--- src/rtl/sqrt_job_scheduler.sv ---
// rtl/sqrt_job_scheduler.sv - 4-deep sample FIFO feeding one-at-a-time jobs to a complex-sqrt controller
// Optional: define SQRT_ZERO_BYPASS_EN to answer (0,0) samples locally without issuing a job.
module sqrt_job_scheduler (
    input  logic               clk,
    input  logic               rst,
    input  logic               s_valid,
    output logic               s_ready,
    input  logic signed [15:0] s_x,
    input  logic signed [15:0] s_y,
    output logic signed [15:0] x_in,
    output logic signed [15:0] y_in,
    output logic               start,
    input  logic               cmplx_sqrt_valid,
    input  logic signed [15:0] cmplx_sqrt_real,
    input  logic signed [15:0] cmplx_sqrt_imag,
    output logic               m_valid,
    input  logic               m_ready,
    output logic signed [15:0] m_real,
    output logic signed [15:0] m_imag,
    output logic               busy,
    output logic [2:0]         fifo_count
);
    localparam logic [1:0] IDLE   = 2'd0;
    localparam logic [1:0] LAUNCH = 2'd1;
    localparam logic [1:0] WAIT   = 2'd2;
`ifdef SQRT_ZERO_BYPASS_EN
    localparam logic [1:0] ZERO   = 2'd3;
`endif

    logic [1:0]  state;
    logic [1:0]  state_next;
    logic [31:0] mem [4];
    logic [1:0]  wr_ptr;
    logic [1:0]  rd_ptr;
    logic [15:0] head_x;
    logic [15:0] head_y;
    logic        push;
    logic        pop;
    logic        capture;
    logic        can_issue;

    assign head_x    = mem[rd_ptr][31:16];
    assign head_y    = mem[rd_ptr][15:0];
    assign s_ready   = (fifo_count != 3'd4);
    assign push      = s_valid && s_ready;
    assign capture   = (state == WAIT) && cmplx_sqrt_valid;
`ifdef SQRT_ZERO_BYPASS_EN
    assign pop       = capture || (state == ZERO);
`else
    assign pop       = capture;
`endif
    // A new job may start only if the output slot is free or is draining this edge.
    assign can_issue = (fifo_count != 3'd0) && (!m_valid || m_ready);
    assign start     = (state == LAUNCH);
    assign busy      = (state == LAUNCH) || (state == WAIT);

    always_comb begin
        state_next = state;
        case (state)
            IDLE: begin
                if (can_issue) begin
`ifdef SQRT_ZERO_BYPASS_EN
                    state_next = ((head_x == 16'h0000) && (head_y == 16'h0000)) ? ZERO : LAUNCH;
`else
                    state_next = LAUNCH;
`endif
                end
            end
            LAUNCH:  state_next = WAIT;
            WAIT:    if (cmplx_sqrt_valid) state_next = IDLE;
            default: state_next = IDLE;
        endcase
    end

    always_ff @(posedge clk) begin
        if (push) mem[wr_ptr] <= {s_x, s_y};
    end

    always_ff @(posedge clk or negedge rst) begin
        if (!rst) begin
            state      <= IDLE;
            wr_ptr     <= 2'd0;
            rd_ptr     <= 2'd0;
            fifo_count <= 3'd0;
            x_in       <= 16'sh0000;
            y_in       <= 16'sh0000;
            m_valid    <= 1'b0;
            m_real     <= 16'sh0000;
            m_imag     <= 16'sh0000;
        end else begin
            state <= state_next;
            if (push) wr_ptr <= wr_ptr + 2'd1;
            if (pop)  rd_ptr <= rd_ptr + 2'd1;
            if (push && !pop)      fifo_count <= fifo_count + 3'd1;
            else if (pop && !push) fifo_count <= fifo_count - 3'd1;
            // Operands are frozen here so the controller sees them stable for the whole job.
            if ((state == IDLE) && (state_next == LAUNCH)) begin
                x_in <= head_x;
                y_in <= head_y;
            end
            if (capture) begin
                m_valid <= 1'b1;
                m_real  <= cmplx_sqrt_real;
                m_imag  <= cmplx_sqrt_imag;
            end
`ifdef SQRT_ZERO_BYPASS_EN
            else if (state == ZERO) begin
                m_valid <= 1'b1;
                m_real  <= 16'sh0000;
                m_imag  <= 16'sh0000;
            end
`endif
            else if (m_ready) begin
                m_valid <= 1'b0;
            end
        end
    end
endmodule

--- config.mk ---
export PLATFORM = sky130hd
export DESIGN_NAME = sqrt_job_scheduler
export DESIGN_NICKNAME = d
export VERILOG_FILES = /design/src/rtl/sqrt_job_scheduler.sv
export SDC_FILE = /design/constraint.sdc
export NUM_CORES = 1
export LEC_CHECK = 0
export BUFFER_PORTS_ARGS = -buffer_cell sky130_fd_sc_hd__buf_2
export CORE_ASPECT_RATIO = 2
export CORE_MARGIN = 3
export CORE_UTILIZATION = 43
export CTS_CLUSTER_DIAMETER = 50
export DETAILED_ROUTE_END_ITERATION = 10
export GPL_ROUTABILITY_DRIVEN = 1
export PLACE_DENSITY = 0.66
export SETUP_SLACK_MARGIN = 0.4
export SLEW_MARGIN = 15
export SYNTH_ARGS = -nofsm -noshare
export SYNTH_HDL_FRONTEND = slang
export SYNTH_SLANG_ARGS = --single-unit
--- constraint.sdc ---
create_clock -name clk -period 6.28 [get_ports clk]
set_input_delay 0.314 -clock clk [delete_from_list [all_inputs] [get_ports clk]]
set_output_delay 0.314 -clock clk [all_outputs]
set_load 0.1 [all_outputs]
### After elaboration in Yosys (flattened, before gate mapping)

Memory sizes are Yosys's and may differ from the RTL's. A register that Yosys moved wholly into a read port is not among the register bits.
Cells that the tools add are included.

* register bits: 42
* latch bits: 0
* bits in writable memories: 128
* ROM bits: 0
* input bits: 69
* word-level logic and storage cells: 41
* memories: 1

* add/subtract/negate cells: 4
* multipliers: 0
* div/mod/pow operators: 0
* $lt $le $gt $ge: 0
* equal/unequal tests: 4
* shifts and indexed selects: 0
* mux-type cells: 9
* bitwise operators: 0
* reductions and logical operators: 16

Memories
* mem: words 4, width 32, rd ports 1, clocked after Yosys merged registers in 1, wr ports 1, line 32 `logic [31:0] mem [4];`

Operators with widths (number)
* $logic_and A1 B1 Y1: 6
* $mux W3: 2
* $pmux W2 S3: 1
* $add A2 B1 Y2 const B: 2
* $eq A2 B1 Y1 const B: 2
* $logic_not A1 Y1: 4
* $mux W1: 4
* $mux W2: 2
* $reduce_bool A2 Y1: 2
* $add A3 B1 Y3 const B: 1
* $ne A3 B3 Y1 const B: 1
* $reduce_bool A3 Y1: 1
* $sub A3 B1 Y3 const B: 1
* $eq A2 B2 Y1 const B: 1
* $logic_not A2 Y1: 1
* $logic_or A1 B1 Y1: 2

### Depth between registers and ports, before layout

* depth after elaboration: 7
* gate-level depth with buffers: 10

### Least setup slack after synthesis

Ideal clock, no wire load.

* path kind: register to register
* start point: reg fifo_count[2]
* end point: reg fifo_count[1]
* library setup time: 126 ps
* arrival: 3237 ps
* data required time: 6154 ps
* path slack: 2916 ps
* cell stages (with the launch flop): 7
* buffers on the path: 0
* clock period less this slack: 3364 ps
* cells stage by stage: dfrtp_1 > nand2_1 > and2_0 > ha_1 > inv_1 > fa_1 > mux2_2

* longest elaborated chain between the ends: 5

RTL lines
* from (decl): line 21 `output logic [2:0] fifo_count`
* from (signal assigned): line 94 `if (push && !pop) fifo_count <= fifo_count + 3'd1;`
* from (signal assigned): line 95 `else if (pop && !push) fifo_count <= fifo_count - 3'd1;`
* $ne A3 B3 Y1 (*): line 44 `assign s_ready = (fifo_count != 3'd4);`
* named net s_ready: line 7 `output logic s_ready,`
* $logic_and A1 B1 Y1 (*): line 45 `assign push = s_valid && s_ready;`
* named net push: line 37 `logic push;`
* $logic_not A1 Y1: line 95
* $logic_and A1 B1 Y1: line 95
* $reduce_bool A2 Y1 (no source line)

Mark *: on every way through the listed nets, which the timed path passes. The rest lies on a longest branch.
A chain may end at the register's enable or synchronous reset.

### Worst setup path in the final report

* start point: reg state[0]
* end point: reg y_in[10], read port of mem

* longest elaborated chain between the ends: 4

RTL lines
* from (decl): line 30 `logic [1:0] state;`
* from (signal assigned): line 91 `state <= state_next;`
* $eq A2 B2 Y1, or another cell as far along: line 59 `case (state)`
* $pmux W2 S3 (*): line 59
* named net state_next[1]: line 31 `logic [1:0] state_next;`
* $eq A2 B1 Y1 (*): line 97 `if ((state == IDLE) && (state_next == LAUNCH)) begin`
* $logic_and A1 B1 Y1 (*): line 97
* to (decl): line 11 `output logic signed [15:0] y_in,`

Marks and branches as above.

==> impl_metrics.tcl <==
set metrics [dict create \
    status "complete, but fails checks" \
    violations "negative hold slack" \
    syn_nets 434 \
    synth.distinct_cells 26 \
    max_freq_mhz 336 \
    netlist.area_leader.share_pct 50.7 \
    slew_violations 0 \
    path_buf_inv 2 \
    fin_worst_skew_ns 0.0154 \
    die_h_um 194 \
    grt_max_degree 75 \
    crit_type "flip-flop to flip-flop" \
    met1_length_mm 5.04 \
    maxCapViolations 0 \
    hp-class "primary input to asynchronous set/reset pin" \
    drc 0 \
    fp-row-count 68 \
    hold_ws_ns -0.00931 \
    setup_viol 0 \
    dr.pass1.iters 4 \
    slowest_delay_ns 0.99 \
    worstSetupEndpointType "flip-flop" \
    grt_first_pass_wirelength_mm 22.5 \
    grt_pass1_vias 4150 \
    drive_gt1_share_pct 53.6 \
    period_needed_ns 2.97 \
    num-fill-cells 1429 \
    syn_avg_cell_area_um2 21.4 \
    place_hpwl_mm 9.11 \
    ys_ff_latch 202 \
    syn-instance-count 355 \
    synth_common_cells "128 x edfxtp_1, 74 x dfrtp_1, 65 x mux2_2" \
    cp_top_family "simple AND/OR/NAND/NOR gates" \
    fin_crit_sh_pct 47.4 \
    gp_congestion 0.732 \
    setup_tns_ns 0 \
    layout.nets 582 \
    overflow 0 \
    drt_iter0_drc 88 \
    wire_per_inst_um 19.7 \
    placed_cell_area_um2 8500 \
    ys_warn_count 0 \
    h-tree-depth 1 \
    slew_headroom_pct 22.2 \
    clockBufferDepth 3 \
    grt_antenna_before_repair 1 \
    viasPerCell 5.15 \
    ys_top_cells_by_area "edfxtp_1 51%, dfrtp_1 24%, mux2_2 9.7%, mux4_2 9.5%, ha_1 1.5%" \
    dieArea_um2 19400 \
    cts_root_buf "clkbuf_16" \
    required_ns 6.63 \
    async_flop_share_pct 36.6 \
    wl_met3_um 790 \
    path_cells "inv_1, ha_1, nand4bb_1, o21ai_2, nor4b_4, buf_4, mux2_2" \
    yosys.area.top_type "edfxtp_1" \
    numPortBuffers 139 \
    post_cts_buffers 0 \
    syn-cell-area_um2 7580 \
    ctsResizeCount 0 \
    tightest_slew_ns 1.16 \
    ioPinCount 140 \
    crit_path_start_kind "flip-flop" \
    synthFlopType "edfxtp_1" \
    cts.sinks 202 \
    area_growth_pct 19.7 \
    wl_mm 14.3 \
    met2WireLength_mm 8.07 \
    vias 3737 \
    rsz0062_at_grt "no" \
    core_um2 17300 \
    crit_arrival_ns 3.33 \
    top_layer_used "met4" \
    cts_buffers 18 \
    clkTransAtPathRegs_ns 0.07 \
    design_area_um2 9080 \
    cts_tree "built" \
    hold_viol_final 14 \
    detail-route-antenna-nets 0 \
    yosysMostFrequentCell "edfxtp_1" \
    synth_edf_count 128 \
    grt_usage_pct 15.0 \
    die-width_um 99.9 \
    cp_max_fo 17 \
    postCtsHoldBufs 0 \
    slowest_stage "nor4b_4" \
    clk_latency_ns 0.48 \
    start_util_pct 43.9 \
    synth_sequential_area_ratio_pct 75.1 \
]
==> path summary, 6_finish.rpt <==
check | start | end | slack [ns] | depth (start not counted)
min reg2reg | m_real[8] | m_real[8] | 0.50 | 1
max reg2reg | state[0] | y_in[10] | 3.31 | 7
max | state[0] | y_in[10] | 3.31 | 7
min in group clk | s_y[15] | mem[1][15] | 0.05 | 1
max in group asynchronous | rst | rd_ptr[1] | 5.60 | 1
min | rst | x_in[6] | -0.009 | 1
==> kinds of logic (layout without fill, tap and decap cells) <==
kind of cell	count (synthesis)	count (layout)	share of synthesized area, %
flops	202	202	75.1
mux	98	98	19.3
buf+inv	20	180	1.35
simple gates	16	16	1.45
fa+ha+maj	10	10	1.75
xor+xnor	6	6	0.693
compound gates	3	3	0.314
other cells	0	1	0
==> layout by cell type (no fill, tap or decap), types with 4 or more instances in the layout <==
cell type,instances
xnor2_1,4
and3_2,4
dfrtp_1,72
ha_1,9
clkbuf_16,19
mux2_2,65
edfxtp_1,128
mux4_2,32
buf_2,138
buf_4,4
inv_1,6
==> through the flow <==
step                      utilization, %  std cells  setup WS [ns]  hold slack, ns
after global placement              49.2        693           3.33           0.481
after global routing                52.6        726           3.10          0.0375
after floorplan                        -        355           2.92          0.0184
after CTS                           52.5        725           3.25          0.0290
after detailed placement            49.2        693           3.26           0.489
final                               52.6        726           3.31        -0.00931
==> cell type report <==
cell class	instances	area [um^2]	share of cell area, %
antenna	1	2.50	0.0276
inverter	6	22.5	0.248
clock buffer	24	514	5.67
timing repair buffer	142	721	7.94
sequential	202	5700	62.8
clock inverter	8	63.8	0.703
tap	210	263	2.89
multi-input combinational	133	1790	19.7
==> routing by layer <==
metal	global-route usage, %	vias up
met5	0	-
met4	5.67	0
met3	2.34	26
met2	28.0	115
met1	16.6	1917
li1	-	1679
==> worst reg2reg max path, stage by stage, from the launching register on <==
cell	delay [ns]
dfrtp_1	0.45
inv_1	0.12
ha_1	0.26
nand4bb_1	0.12
o21ai_2	0.09
nor4b_4	0.99
buf_4	0.43
mux2_2	0.38
==> sequential cells by signal, summed over array words and instances, names as in the netlist <==
name,count
m_real,16
m_valid,1
y_in,16
rd_ptr,2
m_imag,16
state,2
wr_ptr,2
fifo_count,3
x_in,16
mem,128
Power is left out: the tool's default activity adds up to more than one toggle a clock period on the data nets, which glitch-free logic cannot reach.
